`config.mk`:
```
export PLATFORM = sky130hd
export DESIGN_NAME = pipe_mux_nx1
export DESIGN_NICKNAME = d
export VERILOG_FILES = /design/src/rtl/mux_pkg.sv /design/src/rtl/mux_nx1.sv /design/src/rtl/pipe_mux_nx1.sv
export SDC_FILE = /design/constraint.sdc
export NUM_CORES = 1
export LEC_CHECK = 0
export CAP_MARGIN = 20
export CORE_MARGIN = 2
export CORE_UTILIZATION = 43
export DETAILED_ROUTE_END_ITERATION = 6
export HOLD_SLACK_MARGIN = 0.02
export PLACE_DENSITY = 0.81
export SKIP_CTS_REPAIR_TIMING = 1
export SYNTH_ARGS = -nofsm -noshare
export SYNTH_HDL_FRONTEND = slang
export SYNTH_HIERARCHICAL = 1
export SYNTH_SLANG_ARGS = --single-unit
export TNS_END_PERCENT = 20
```
`constraint.sdc`:
```
create_clock -name clk -period 2 [get_ports clk]
set_input_delay 0.5 -clock clk [delete_from_list [all_inputs] [get_ports clk]]
set_output_delay 0.5 -clock clk [all_outputs]
set_load 0.05 [all_outputs]
```
`src/rtl/mux_pkg.sv`:
```
// Shared types and helpers for the pipelined N:1 selector.
//   state_e     : EMPTY / ONE / FULL occupancy of the main (M) and skid (S) registers
//   DEF_WIDTH   : default data width
//   clog2_min1  : select width for a given input count, never below 1
package mux_pkg;

    typedef enum logic [1:0] {
        EMPTY = 2'd0,
        ONE   = 2'd1,
        FULL  = 2'd2
    } state_e;

    localparam int unsigned DEF_WIDTH = 32;

    function automatic int unsigned clog2_min1(input int unsigned n);
        return (n <= 2) ? 1 : $clog2(n);
    endfunction

endpackage

```
`src/rtl/mux_nx1.sv`:
```
// Combinational W-bit N:1 select with out-of-range detection.
//   in_data  : packed inputs, input i = in_data[i*WIDTH +: WIDTH]
//   sel      : input index
//   out_data : selected word
//   sel_err  : sel >= NUM_IN (only meaningful when MUX_SEL_CHECK_EN is defined)
// Build option MUX_SEL_CHECK_EN: out-of-range select yields all-zeros and
// raises sel_err; otherwise it yields input 0 and sel_err is tied low.
module mux_nx1
    import mux_pkg::*;
#(
    parameter int unsigned WIDTH  = DEF_WIDTH,
    parameter int unsigned NUM_IN = 4,
    parameter int unsigned SEL_W  = clog2_min1(NUM_IN)
) (
    input  logic [NUM_IN*WIDTH-1:0] in_data,
    input  logic [SEL_W-1:0]        sel,
    output logic [WIDTH-1:0]        out_data,
    output logic                    sel_err
);

    always_comb begin
`ifdef MUX_SEL_CHECK_EN
        out_data = '0;
        sel_err  = (32'(sel) >= NUM_IN);
`else
        out_data = in_data[WIDTH-1:0];
        sel_err  = 1'b0;
`endif
        for (int unsigned i = 0; i < NUM_IN; i++) begin
            if (sel == SEL_W'(i)) begin
                out_data = in_data[i*WIDTH +: WIDTH];
            end
        end
    end

endmodule

```
`src/rtl/pipe_mux_nx1.sv`:
```
// Registered W-bit N:1 selector with valid/ready on both sides and a
// 2-entry skid buffer (main register M, skid register S) for full throughput.
//   clk, rst_n         : clock, asynchronous active-low reset
//   flush              : synchronous discard of all held entries
//   in_data/in_sel     : packed inputs and index, sampled on accept
//   in_valid/in_ready  : upstream handshake (in_ready is registered)
//   out_data/out_valid : selected word held in M
//   out_ready          : downstream handshake
//   sel_err            : sticky out-of-range select flag
// Build option MUX_SEL_CHECK_EN enables out-of-range zeroing and sel_err.
module pipe_mux_nx1
    import mux_pkg::*;
#(
    parameter int unsigned WIDTH  = DEF_WIDTH,
    parameter int unsigned NUM_IN = 4,
    parameter int unsigned SEL_W  = clog2_min1(NUM_IN)
) (
    input  logic                    clk,
    input  logic                    rst_n,
    input  logic                    flush,
    input  logic [NUM_IN*WIDTH-1:0] in_data,
    input  logic [SEL_W-1:0]        in_sel,
    input  logic                    in_valid,
    output logic                    in_ready,
    output logic [WIDTH-1:0]        out_data,
    output logic                    out_valid,
    input  logic                    out_ready,
    output logic                    sel_err
);

    state_e           state_q, state_d;
    logic [WIDTH-1:0] m_q, m_d;
    logic [WIDTH-1:0] s_q, s_d;
    logic             in_ready_q, in_ready_d;
    logic             out_valid_q, out_valid_d;
    logic             sel_err_q, sel_err_d;

    logic [WIDTH-1:0] mux_data;
    logic             mux_err;
    logic             accept;
    logic             drain;

    mux_nx1 #(
        .WIDTH  (WIDTH),
        .NUM_IN (NUM_IN)
    ) u_mux (
        .in_data  (in_data),
        .sel      (in_sel),
        .out_data (mux_data),
        .sel_err  (mux_err)
    );

    assign accept = in_valid && in_ready_q;
    assign drain  = out_valid_q && out_ready;

    always_comb begin
        state_d   = state_q;
        m_d       = m_q;
        s_d       = s_q;
        sel_err_d = sel_err_q;

        if (flush) begin
            state_d = EMPTY;
        end else begin
            if (accept && mux_err) begin
                sel_err_d = 1'b1;
            end
            unique case (state_q)
                EMPTY: begin
                    if (accept) begin
                        state_d = ONE;
                        m_d     = mux_data;
                    end
                end
                ONE: begin
                    if (accept && !drain) begin
                        state_d = FULL;
                        s_d     = mux_data;
                    end else if (accept && drain) begin
                        m_d     = mux_data;
                    end else if (drain) begin
                        state_d = EMPTY;
                    end
                end
                FULL: begin
                    if (drain) begin
                        state_d = ONE;
                        m_d     = s_q;
                    end
                end
                default: state_d = EMPTY;
            endcase
        end

        // Handshake outputs are registered copies of the next-state decode,
        // so out_ready never reaches in_ready combinationally.
        in_ready_d  = (state_d != FULL);
        out_valid_d = (state_d != EMPTY);
    end

    always_ff @(posedge clk or negedge rst_n) begin
        if (!rst_n) begin
            state_q     <= EMPTY;
            m_q         <= '0;
            s_q         <= '0;
            in_ready_q  <= 1'b1;
            out_valid_q <= 1'b0;
            sel_err_q   <= 1'b0;
        end else begin
            state_q     <= state_d;
            m_q         <= m_d;
            s_q         <= s_d;
            in_ready_q  <= in_ready_d;
            out_valid_q <= out_valid_d;
            sel_err_q   <= sel_err_d;
        end
    end

    assign in_ready  = in_ready_q;
    assign out_valid = out_valid_q;
    assign out_data  = m_q;
    assign sel_err   = sel_err_q;

endmodule

```
==> qor.csv <==
metric;value;unit
worst_slack;127;ps
die-area;9840;sq um
clkLatencyLatePin;330;ps
grt_pass1_vias;3181;
initial_core_util;44.5;%
die-width;99.2;microns
finClkSkew;6.21;ps
final_common_cell;clkdlybuf4s50_1;
drive_gt1_share;45.8;%
cts_sinks;69;
cts_root_buffer;clkbuf_8;
syn_area;3900;sq um
peakVddDrop;652;uV
yosysSeqAreaShare;44.3;%
io_buffers;169;
post-place-ws;-231;ps
clk_pin_slew;70;ps
slew_violations;0;
worst_setup_path_end_kind;flip-flop;
drc_errors;0;
seqCellArea;1730;sq um
ioPinCount;170;
crit_chain;clkdlybuf4s50_1, nand4bb_1, o32ai_4, buf_12, mux2_2;
setup_violations;0;
nets;543;
worstSetupPathType;in2reg;
ys_ff_latch;69;
wl_per_cell;17.7;microns
min-delay-path-class;in2async;
slew-limit-headroom;65.1;%
yosysWarnings;6;
num_rows;34;
tightest_slew;523;ps
grt_setup_unrepaired;no;
final_antenna_net_count;0;
cts_made_buffers;9;
yosysUniqueCellTypes;28;
path_delay_family;buffers and inverters;
grt_overflow;0;
post-route-period-util;93.7;%
clk_path_buf_depth;2;
nFillCells;660;
critPathSlowestCell;clkdlybuf4s50_1;
cp-start-kind;input pin;
syn_to_final_growth;50.9;%
diodes;0;
placed_area;5680;sq um
synthCells;234;
via_per_inst;5.35;
multi_input_area;2000;sq um
grt_max_degree;70;
hold_violations;0;
grt_usage;19.4;%
drtPass1Iterations;4;
finish.utilization;67.1;%
p_per_area;1010;nW/um^2
ctsHtreeMaxLevel;3;
fmax;0.534;GHz
hpwl;7.08;mm
globalplace.congestion;0.782;
synthesis.nets;369;
status;finished clean;
layout_min_cycle_time;1870;ps
grt_pass1_wl;15.2;mm
design_area;5880;sq um
dieHeight;99.2;microns
cts_tree;yes;
maxCapViolCount;0;
antenna_found_initial;0;
arrival;2090;ps
p_leak;2.43;nW
avgSynthCellArea;16.7;sq um
slowest_delay;520;ps
coreArea;8760;sq um
critPathBufInv;2;
drt-initial-drc-count;71;
path_max_fanout;17;
whs;181;ps
crit_required;2220;ps
vias;2788;
layout_common_cells;clkdlybuf4s50_1 (131), mux2_2 (95), dfrtp_1 (68), buf_4 (30), mux4_2 (30);
drt_wl_total;9.20;mm
-- sequential cells by signal, summed over array words and instances (netlist names) --
signal and cells:
out_data 32, s_q 32, state_q 2, in_ready 1, out_valid 1, sel_err 1
-- power by group --
part	total [mW]	leakage, nW	switching, mW	internal (mW)
clock network	1.10	0.103	0.498	0.602
registers	2.25	0.824	0.293	1.95
logic	2.61	1.50	1.39	1.22
-- final cells by class --
cell class | instances | area share, %
Clock buffer | 11 | 2.40
Clock inverter | 5 | 0.851
Inverter | 1 | 0.0638
Multi-Input combinational cell | 147 | 34.0
Sequential cell | 69 | 29.4
Tap cell | 108 | 2.30
Timing Repair Buffer | 180 | 31.1
-- final timing paths --
| kind | startpoint | to | slack (ps) | cells past startpoint |
|---|---|---|---|---|
| min | rst_n | s_q[26] | 180 | 2 |
| min reg2reg | sel_err | sel_err | 490 | 1 |
| max reg2reg | state_q[0] | out_data[7] | 280 | 4 |
| min in group clk | sel_err | sel_err | 490 | 1 |
| max | flush | out_data[7] | 130 | 5 |
| max in group asynchronous | rst_n | in_ready | 1500 | 2 |
-- cells by family (layout without fill, tap and decap cells) --
logic type | Yosys count | in the layout | synth area share [%]
flip-flops | 69 | 69 | 44.3
multiplexers | 128 | 128 | 46.4
other | 1 | 1 | 0.0962
AND/OR/NAND/NOR | 12 | 12 | 2.57
buffers and inverters | 18 | 197 | 4.65
AO/OA/AOI/OAI | 6 | 6 | 1.96
-- per-layer routing --
metal	routed length, microns	global-route usage, %
met1	3590	23.1
met2	4790	34.7
met3	721	4.92
met4	95	5.48
met5	0	0
-- per-stage QoR --
stage,power (mW),cells,TNS (ps)
floorplan,3.92,234,0
global placement,4.81,505,-5090
detailed placement,4.91,505,-8020
CTS,6.02,521,-61.5
global route,6.26,521,0
finish,5.96,521,0
-- cells in the mapped netlist (all sizes together) --
master	count	share of area, %
a211oi	2	0.38
a21boi	1	0.48
a41o	1	0.26
and3	1	0.16
and4b	1	0.26
buf	17	4.6
conb	1	0.096
dfrtp	68	44
dfstp	1	0.67
inv	1	0.096
mux2	96	28
mux4	32	19
nand2	2	0.19
nand2b	1	0.35
nand3	1	0.13
nand4	2	0.71
nand4b	1	0.22
nand4bb	1	0.29
nor2	1	0.096
nor2b	1	0.16
o21ai	1	0.13
o32ai	1	0.71
-- worst reg2reg max path: cells and delay by family, from the launching register on --
kind                   cells  cell delay, ps
AO/OA/AOI/OAI              1             360
buffers and inverters      1             210
flip-flops                 1             480
multiplexers               1             360
AND/OR/NAND/NOR            1             210
Note: power is estimated with default switching activity, not from simulation.
